--- src/rtl/zedboard_btn_debounce.sv ---
// zedboard_btn_debounce: per-channel push-button debouncer for the Zedboard fabric clock.
// Each channel has a 2-flop synchroniser followed by a four-state debounce FSM. The channel
// produces a clean level, one-cycle press and release pulses, and an optional long-press pulse.
// A shared wrapping counter tallies debounced presses across all channels.
// Optional feature macro: ZB_BTN_LONG_PRESS_EN enables the per-channel hold counter and btn_long.
// When the macro is undefined, btn_long is tied to 0 and LONG_CNT is only range-checked.
module zedboard_btn_debounce #(
    parameter int unsigned      N_BTN        = 5,
    parameter int unsigned      CNT_W        = 27,
    parameter logic [CNT_W-1:0] DEBOUNCE_CNT = CNT_W'(1249999),
    parameter logic [CNT_W-1:0] LONG_CNT     = CNT_W'(124999999)
) (
    input  logic             clk,
    input  logic             rst,
    input  logic [N_BTN-1:0] btn_in,
    output logic [N_BTN-1:0] btn_level,
    output logic [N_BTN-1:0] btn_press,
    output logic [N_BTN-1:0] btn_release,
    output logic [N_BTN-1:0] btn_long,
    output logic [7:0]       evt_count
);

    typedef enum logic [1:0] {
        ST_IDLE       = 2'd0,
        ST_DB_PRESS   = 2'd1,
        ST_HELD       = 2'd2,
        ST_DB_RELEASE = 2'd3
    } state_t;

    // The long-press compare uses LONG_CNT-1, so a zero terminal count is meaningless.
    if (LONG_CNT == '0) begin : g_bad_long_cnt
        $error("zedboard_btn_debounce: LONG_CNT must be non-zero");
    end

    logic [N_BTN-1:0] r_sync1;
    logic [N_BTN-1:0] r_sync2;
    logic [N_BTN-1:0] w_press_nxt;
    logic [7:0]       w_press_sum;
    logic [7:0]       r_evt_count;

    // Two-flop synchroniser for the asynchronous button pins.
    always_ff @(posedge clk or posedge rst) begin
        if (rst) begin
            r_sync1 <= '0;
            r_sync2 <= '0;
        end else begin
            r_sync1 <= btn_in;
            r_sync2 <= r_sync1;
        end
    end

    for (genvar i = 0; i < N_BTN; i++) begin : g_ch
        state_t           r_state;
        state_t           w_state_nxt;
        logic [CNT_W-1:0] r_dcnt;
        logic [CNT_W-1:0] w_dcnt_nxt;
        logic             r_level;
        logic             w_level_nxt;
        logic             r_press;
        logic             w_press;
        logic             r_release;
        logic             w_release;
`ifdef ZB_BTN_LONG_PRESS_EN
        logic [CNT_W-1:0] r_hcnt;
        logic [CNT_W-1:0] w_hcnt_nxt;
        logic             r_long;
        logic             w_long;
`endif

        // FSM state, counters and registered outputs for this channel.
        always_ff @(posedge clk or posedge rst) begin
            if (rst) begin
                r_state   <= ST_IDLE;
                r_dcnt    <= '0;
                r_level   <= 1'b0;
                r_press   <= 1'b0;
                r_release <= 1'b0;
`ifdef ZB_BTN_LONG_PRESS_EN
                r_hcnt    <= '0;
                r_long    <= 1'b0;
`endif
            end else begin
                r_state   <= w_state_nxt;
                r_dcnt    <= w_dcnt_nxt;
                r_level   <= w_level_nxt;
                r_press   <= w_press;
                r_release <= w_release;
`ifdef ZB_BTN_LONG_PRESS_EN
                r_hcnt    <= w_hcnt_nxt;
                r_long    <= w_long;
`endif
            end
        end

        // Next-state and next-output decode; pulses default low, level holds.
        always_comb begin
            w_state_nxt = r_state;
            w_dcnt_nxt  = r_dcnt;
            w_level_nxt = r_level;
            w_press     = 1'b0;
            w_release   = 1'b0;
`ifdef ZB_BTN_LONG_PRESS_EN
            w_hcnt_nxt  = r_hcnt;
            w_long      = 1'b0;
`endif
            case (r_state)
                ST_IDLE: begin
                    if (r_sync2[i]) begin
                        w_state_nxt = ST_DB_PRESS;
                        w_dcnt_nxt  = '0;
                    end
                end
                ST_DB_PRESS: begin
                    if (!r_sync2[i]) begin
                        w_state_nxt = ST_IDLE;
                    end else if (r_dcnt == DEBOUNCE_CNT) begin
                        w_state_nxt = ST_HELD;
                        w_level_nxt = 1'b1;
                        w_press     = 1'b1;
`ifdef ZB_BTN_LONG_PRESS_EN
                        w_hcnt_nxt  = '0;
`endif
                    end else begin
                        w_dcnt_nxt = r_dcnt + CNT_W'(1);
                    end
                end
                ST_HELD: begin
                    if (!r_sync2[i]) begin
                        w_state_nxt = ST_DB_RELEASE;
                        w_dcnt_nxt  = '0;
                    end else begin
`ifdef ZB_BTN_LONG_PRESS_EN
                        // Saturating hold count; the single step into LONG_CNT fires btn_long.
                        if (r_hcnt != LONG_CNT) begin
                            w_hcnt_nxt = r_hcnt + CNT_W'(1);
                        end
                        if (r_hcnt == (LONG_CNT - CNT_W'(1))) begin
                            w_long = 1'b1;
                        end
`endif
                    end
                end
                ST_DB_RELEASE: begin
                    if (r_sync2[i]) begin
                        w_state_nxt = ST_HELD;
                    end else if (r_dcnt == DEBOUNCE_CNT) begin
                        w_state_nxt = ST_IDLE;
                        w_level_nxt = 1'b0;
                        w_release   = 1'b1;
                    end else begin
                        w_dcnt_nxt = r_dcnt + CNT_W'(1);
                    end
                end
                default: begin
                    w_state_nxt = ST_IDLE;
                end
            endcase
        end

        assign btn_level[i]   = r_level;
        assign btn_press[i]   = r_press;
        assign btn_release[i] = r_release;
        assign w_press_nxt[i] = w_press;
`ifdef ZB_BTN_LONG_PRESS_EN
        assign btn_long[i]    = r_long;
`else
        assign btn_long[i]    = 1'b0;
`endif
    end

    // Number of channels that will pulse btn_press on the coming edge.
    always_comb begin
        w_press_sum = '0;
        for (int unsigned j = 0; j < N_BTN; j++) begin
            w_press_sum = w_press_sum + 8'(w_press_nxt[j]);
        end
    end

    // Press-event counter, updated on the same edge as the press pulses; wraps silently.
    always_ff @(posedge clk or posedge rst) begin
        if (rst) begin
            r_evt_count <= '0;
        end else begin
            r_evt_count <= r_evt_count + w_press_sum;
        end
    end

    assign evt_count = r_evt_count;

endmodule

--- config.mk ---
export PLATFORM = sky130hd
export DESIGN_NAME = zedboard_btn_debounce
export DESIGN_NICKNAME = d
export VERILOG_FILES = /design/src/rtl/zedboard_btn_debounce.sv
export SDC_FILE = /design/constraint.sdc
export NUM_CORES = 1
export LEC_CHECK = 0
export CORE_UTILIZATION = 66
export DETAILED_ROUTE_END_ITERATION = 7
export DONT_BUFFER_PORTS = 1
export HOLD_SLACK_MARGIN = 0.05
export PLACE_DENSITY = 0.82
export SETUP_SLACK_MARGIN = 0.3
export SYNTH_ARGS = -nofsm -noshare
export SYNTH_HDL_FRONTEND = slang
export SYNTH_SLANG_ARGS = --single-unit
--- constraint.sdc ---
create_clock -name clk -period 17.9 [get_ports clk]
set_input_delay 2.685 -clock clk [delete_from_list [all_inputs] [get_ports clk]]
set_output_delay 2.685 -clock clk [all_outputs]
set_load 0.01 [all_outputs]
### Word-level counts from Yosys, hierarchy flattened

Cells that the tools add are included.

| storage, ports and cells | value |
|---|---|
| flip-flop bits (word level) | 178 |
| output and inout bits | 28 |
| word-level logic and storage cells | 238 |

| operators by class | value |
|---|---|
| add/subtract/negate cells | 10 |
| equal/unequal tests | 60 |
| mux-type cells | 115 |
| reductions and logical operators | 25 |

Operators by type and width:

| operator | count |
|---|---|
| $mux W27 | 25 |
| $pmux W27 S4 | 5 |
| $add A27 B1 Y27 const B | 5 |
| $eq A27 B21 Y1 const B | 5 |
| $mux W2 | 30 |
| $ne A2 B2 Y1 const B | 30 |
| $mux W1 | 45 |
| $pmux W2 S4 | 5 |
| $reduce_and A4 Y1 | 10 |
| $ne A3 B3 Y1 const B | 10 |
| $reduce_and A5 Y1 | 5 |
| $eq A2 B2 Y1 const B | 10 |
| $eq A2 B1 Y1 const B | 5 |
| $logic_not A2 Y1 | 5 |
| $pmux W1 S2 | 5 |
| $reduce_bool A2 Y1 | 5 |
| $add A8 B5 Y8 | 1 |
| $add A4 B1 Y5 | 1 |
| $add A3 B1 Y4 | 1 |
| $add A2 B1 Y3 | 1 |
| $add A1 B1 Y2 | 1 |

### Logic depth before layout (Yosys ltp)

| logic depth | value |
|---|---|
| depth after elaboration | 9 |
| depth in mapped cells | 13 |

### Worst setup path after synthesis

OpenSTA, ideal clock, no wires.

| timing | value |
|---|---|
| path kind | flip-flop to flip-flop |
| start | register g_ch[2].r_dcnt[13] |
| end | register r_evt_count[6], in the netlist evt_count[6] |
| library setup time | 0.080 ns |
| arrival time | 3.688 ns |
| data required time | 17.820 ns |
| slack | 14.132 ns |
| cell stages (with the launch flop) | 12 |
| clock period less this slack | 3.768 ns |
| cells stage by stage | dfrtp_1 > or4b_1 > nor4_4 > nand4_1 > nor3b_1 > fa_1 > fa_1 > ha_1 > fa_1 > a21o_1 > nand4_1 > xnor2_1 |

| on the way | value |
|---|---|
| longest elaborated chain between the ends | 8 |

Ends and longest elaborated chain:

| element | RTL line | source |
|---|---|---|
| start, declared | 55 | `logic [CNT_W-1:0] r_dcnt;` |
| start signal, assigned | 84 | `r_dcnt <= w_dcnt_nxt;` |
| $eq A27 B21 Y1 | 116 | `end else if (r_dcnt == DEBOUNCE_CNT) begin` |
| $mux W1 | 116 |  |
| $mux W1 | 114 | `if (!r_sync2[i]) begin` |
| $mux W1 | 106 | `case (r_state)` |
| named net g_ch[2].w_press | 60 | `logic w_press;` |
| $add A2 B1 Y3 | 175 | `w_press_sum = w_press_sum + 8'(w_press_nxt[j]);` |
| $add A3 B1 Y4 | 175 |  |
| $add A4 B1 Y5 | 175 |  |
| $add A8 B5 Y8 | 184 | `r_evt_count <= r_evt_count + w_press_sum;` |
| end signal, assigned | 184 |  |
| end, declared | 39 | `logic [7:0] r_evt_count;` |

The timed path passes the listed nets, and every way through them passes these cells.
A chain may end at the register's enable or synchronous reset.

### Worst setup path in the final report

| timing | value |
|---|---|
| start | register g_ch[0].r_dcnt[0] |
| end | register r_evt_count[6], in the netlist evt_count[6] |

| on the way | value |
|---|---|
| longest elaborated chain between the ends | 9 |

Ends and longest elaborated chain:

| element | RTL line |
|---|---|
| start, declared | 55 |
| start signal, assigned | 84 |
| $eq A27 B21 Y1 | 116 |
| $mux W1 | 116 |
| $mux W1 | 114 |
| $mux W1 | 106 |
| named net g_ch[0].w_press | 60 |
| $add A1 B1 Y2 | 175 |
| $add A2 B1 Y3 | 175 |
| $add A3 B1 Y4 | 175 |
| $add A4 B1 Y5 | 175 |
| $add A8 B5 Y8 | 184 |

The timed path passes the listed nets, and every way through them passes these cells.

==> impl_table.tex <==
\begin{tabular}{lr}
\hline
Metric & Value \\
\hline
\multicolumn{2}{l}{\textbf{Outcome}} \\
\quad Outcome & complete, no violations \\
\multicolumn{2}{l}{\textbf{Detailed routing}} \\
\quad Total length of routed met2 wires & around 10000 µm \\
\quad Vias post-DR & 8229 \\
\quad Met3 routed WL & roughly 1200 µm \\
\quad Vias per inst & 6.740 \\
\quad Final routed wire length divided by cell count & 17.49 µm \\
\quad DR pass1 iterations & 5 \\
\quad Detailed-routing wirelength on met1 & roughly 10000 µm \\
\quad DRC violations left & 0 \\
\quad Number of DRC markers after the initial detailed-route iteration & 878 \\
\quad Routed Wire Length & roughly 21000 µm \\
\quad Final antenna-violating net count & 0 \\
\quad Top layer reached by signal wires & met4 \\
\multicolumn{2}{l}{\textbf{Cells and area}} \\
\quad Net count, final & 1043 \\
\quad Ratio of cells with drive above 1 in the final layout & 0.05979 \\
\quad Layout overhead on the synthesized area & 4.776\% \\
\quad Total inserted antenna cells & 0 \\
\multicolumn{2}{l}{\textbf{Placed design}} \\
\quad IO Port Bufs & 0 \\
\quad Detail Placement HPWL & $\sim$14000 µm \\
\quad Final weighted congestion of routability-driven global placement & approximately 0.85 \\
\multicolumn{2}{l}{\textbf{Worst setup path}} \\
\quad Crit Path Class & reg2reg \\
\quad CP cell instances & ha\_1, nand3\_1, nor4\_1, nand2\_1, nor3b\_1, fa\_1, fa\_1, ha\_1, fa\_1, a21o\_1, nand4\_1, xnor2\_1 \\
\quad Most prevalent standard cell on the critical path & sky130\_fd\_sc\_hd\_\_fa\_1 \\
\quad Critical Path Start Type & flop \\
\quad FF-to-FF path depth & 12 \\
\quad Maximum single-stage delay on the critical path & about 0.73 ns \\
\quad Cell type group with the largest total delay on the critical path & adder cells \\
\quad CP required & between 15 and 20 ns \\
\quad Setup slack, reg-to-reg & roughly 14 ns \\
\quad Type of element capturing the critical path & flop \\
\quad Endpoint of the worst-slack reg-to-reg timing path & evt\_count[6] \\
\quad Maximum fanout along the worst path & 6 \\
\quad Slowest-stage cell, CP & sky130\_fd\_sc\_hd\_\_nor4\_1 \\
\quad CP Buf/Inv Count & 0 \\
\quad Reg2Reg Launch Point & g\_ch[0].r\_dcnt[0] \\
\quad Worst Path Arrival & about 4.7 ns \\
\multicolumn{2}{l}{\textbf{Synth}} \\
\quad EDFF count, synth & 0 \\
\quad Number of flip-flops and latches in the synthesized netlist & around 180 \\
\quad Most used flip-flop cell after synthesis & sky130\_fd\_sc\_hd\_\_dfrtp\_1 \\
\quad Share of synthesized flip-flops with an asynchronous set or reset & 1.000 \\
\quad Number of warnings reported in the yosys synthesis log & 0 \\
\quad Cell type with the highest aggregate area in the netlist & sky130\_fd\_sc\_hd\_\_dfrtp\_1 \\
\quad Number of cells produced by synthesis & $\sim$1100 \\
\quad Synth cell count leaders & 178 x sky130\_fd\_sc\_hd\_\_dfrtp\_1, 129 x sky130\_fd\_sc\_hd\_\_nand2\_1, 80 x sky130\_fd\_sc\_hd\_\_nand3\_1, 75 x sky130\_fd\_sc\_hd\_\_o21ai\_0, 50 x sky130\_fd\_sc\_hd\_\_nand4\_1 \\
\quad Synthesized area per cell & a little over 9 µm² \\
\quad Most repeated cell in the gate-level netlist after synthesis & sky130\_fd\_sc\_hd\_\_dfrtp\_1 \\
\quad Synthesized cell area & 9826 µm² \\
\quad Sequential fraction of the synthesis area & 0.4533 \\
\quad Synth top area share & 0.4533 \\
\quad Top cells by area, synth & sky130\_fd\_sc\_hd\_\_dfrtp\_1 45\%, sky130\_fd\_sc\_hd\_\_nand2\_1 4.9\%, sky130\_fd\_sc\_hd\_\_nand3\_1 4.1\%, sky130\_fd\_sc\_hd\_\_o21ai\_0 3.8\%, sky130\_fd\_sc\_hd\_\_nand4\_1 3.2\% \\
\quad Number of distinct library cells after synthesis & between 70 and 80 \\
\multicolumn{2}{l}{\textbf{CTS}} \\
\quad CTS Hold Buffers Added & 0 \\
\quad Insertion delay to the later sink of the worst-skew pair & approximately 0.44 ns \\
\quad Max Buffers Root-to-Sink & 2 \\
\quad CTS tree & yes \\
\quad Clock-pin slew of the registers on the worst-case setup and hold paths & $\sim$0.07 ns \\
\quad Maximum level of the CTS H-tree & 4 \\
\quad Post-CTS Repair Setup Buffers & 0 \\
\quad Root buffer cell & sky130\_fd\_sc\_hd\_\_clkbuf\_16 \\
\quad Number of clock sinks seen by CTS & between 150 and 200 \\
\quad Resized Gates After CTS & 0 \\
\quad Number of buffers added by the clock tree synthesis step & 17 \\
\multicolumn{2}{l}{\textbf{Global route}} \\
\quad First-pass GRT wire length & around 35000 µm \\
\quad Maximum number of pins on one net before global-route repair & between 100 and 150 \\
\quad Global routing usage summed across all routing layers & 0.2903 \\
\quad Via count of the first global-routing pass & roughly 7000 \\
\quad Antenna violations before repair & 0 \\
\quad Residual overflow from global routing & 0 \\
\multicolumn{2}{l}{\textbf{STA}} \\
\quad Slew at the pin with the worst max-slew slack & about 1.3 ns \\
\quad Worst relative slew slack & 0.1522 \\
\quad Post-route clock skew & about 0.0092 ns \\
\quad Share of the clock period used by the worst path after layout & 0.2444 \\
\quad Min Clock Period, post-route & 4.375 ns \\
\quad Maximum clock rate & approximately 0.23 GHz \\
\quad Unrepaired setup endpoints after global routing & no \\
\quad Final max-slew violation count & 0 \\
\quad Setup violation total in the final timing report & 0 \\
\quad Hold slack final & 0.3504 ns \\
\quad Final count of hold timing violations & 0 \\
\quad Final TNS setup & 0 ns \\
\multicolumn{2}{l}{\textbf{Pwr}} \\
\quad Total Power & slightly above 800 µW \\
\quad Power per standard cell area & 79.40 nW/µm² \\
\quad Leakage power total & 0.004277 µW \\
\quad Max rail drop VDD & between 80 and 90 µV \\
\multicolumn{2}{l}{\textbf{Floorplan}} \\
\quad Count of standard-cell rows & 44 \\
\quad Die Wd & $\sim$120 µm \\
\quad Die footprint & approximately 15000 µm² \\
\quad Total core area & around 15000 µm² \\
\quad Boundary pin count & 35 \\
\quad Die height & approximately 120 µm \\
\quad Effective utilization at floorplan & 0.6761 \\
\multicolumn{2}{l}{\textbf{Hold path}} \\
\quad Class of the tightest hold or removal check & reg2reg \\
\quad Instance count along the most critical hold path & 0 \\
\quad Endpoint of the worst hold-timing path & r\_sync2[4] \\
\quad Launch instance of the worst min-delay path & r\_sync1[4] \\
\multicolumn{2}{l}{\textbf{Job}} \\
\quad Maxcap violations & 0 \\
\hline
\end{tabular}
## cell type report
cell class / count / area, µm²
flip-flops and latches: 178 / 4454
fillers: 1109 / 4239
clock inverters: 12 / 97.59
clock buffers: 20 / 446.7
well taps: 184 / 230.2
repair buffers: 5 / 37.54
inverters: 27 / 106.4
multi-input cells: 795 / 4922
## routing by layer
layer  up-vias  track usage
met1      4016       0.4206
met4         0      0.09375
met2       269       0.4406
met5         -            0
met3        32      0.05586
li1       3912            -
## placed cells by master, fill, tap and decap left out, drive strengths merged, types with 7 or more instances in the layout
cell type,n
nor4,28
a31oi,21
nand3,81
clkinv,7
o211ai,13
or4,22
nand4,50
and3,20
o21bai,11
nand2,130
inv,32
a21oi,38
o41ai,11
ha,9
xnor2,12
xor2,12
mux2i,11
o21ai,77
dfrtp,178
o311ai,7
clkbuf,20
nand2b,11
nor2,49
or2,7
and2,13
and4,11
nor4b,8
or3,18
nor3,16
o31ai,23
a21o,7
## state kept, by name, indices dropped and copies added (netlist names), named ones only
register	count
g_ch.r_dcnt	135
r_sync1	5
g_ch.r_press	5
g_ch.r_level	5
g_ch.r_state	5
g_ch.r_release	5
evt_count	8
r_sync2	5
## cells by family (layout without fill, tap and decap cells)
| group | count (synthesis) | after routing | synth area share |
|---|---|---|---|
| muxes | 13 | 13 | 0.01350 |
| DFF | 178 | 178 | 0.4533 |
| xor gates and xnor gates | 24 | 24 | 0.02139 |
| AOI/OAI and AO/OA | 250 | 250 | 0.1678 |
| buffers and inverters | 95 | 64 | 0.04877 |
| other | 1 | 5 | 0.0003817 |
| adders and majority gates | 12 | 12 | 0.01757 |
| and+or+nand+nor | 491 | 491 | 0.2772 |
## metrics by stage
step / instances / util / setup slack (ns) / cell area, µm²
after global placement: 1189 / 0.6709 / 13.56 / 9751
after detailed placement: 1189 / 0.6709 / 13.55 / 9751
final: 1221 / 0.7083 / 13.53 / 10290
after global routing: 1221 / 0.7083 / 13.19 / 10290
after CTS: 1221 / 0.7083 / 13.53 / 10290
after floorplan: 1068 / - / 10.38 / 9841
## worst max-delay path by stage
stage                                   from  depth (start not counted)  slack, ns                    endpoint
after detailed placement                 rst                          2      13.55           g_ch[0].r_dcnt[9]
after global routing       g_ch[0].r_dcnt[1]                         13      13.19                evt_count[7]
after floorplan                          rst                          1      10.38  asynchronous set/reset pin
after CTS                 g_ch[2].r_state[0]                         11      13.53                evt_count[6]
final                      g_ch[0].r_dcnt[0]                         12      13.53                evt_count[6]
after global placement                   rst                          2      13.56           g_ch[0].r_dcnt[8]
## power by group
part,internal (µW),switching (µW),total (µW)
logic,12.4,28.7,41.1
registers,412,15.4,427
clock network,184,165,349
Note: power is estimated with default switching activity, not from simulation.
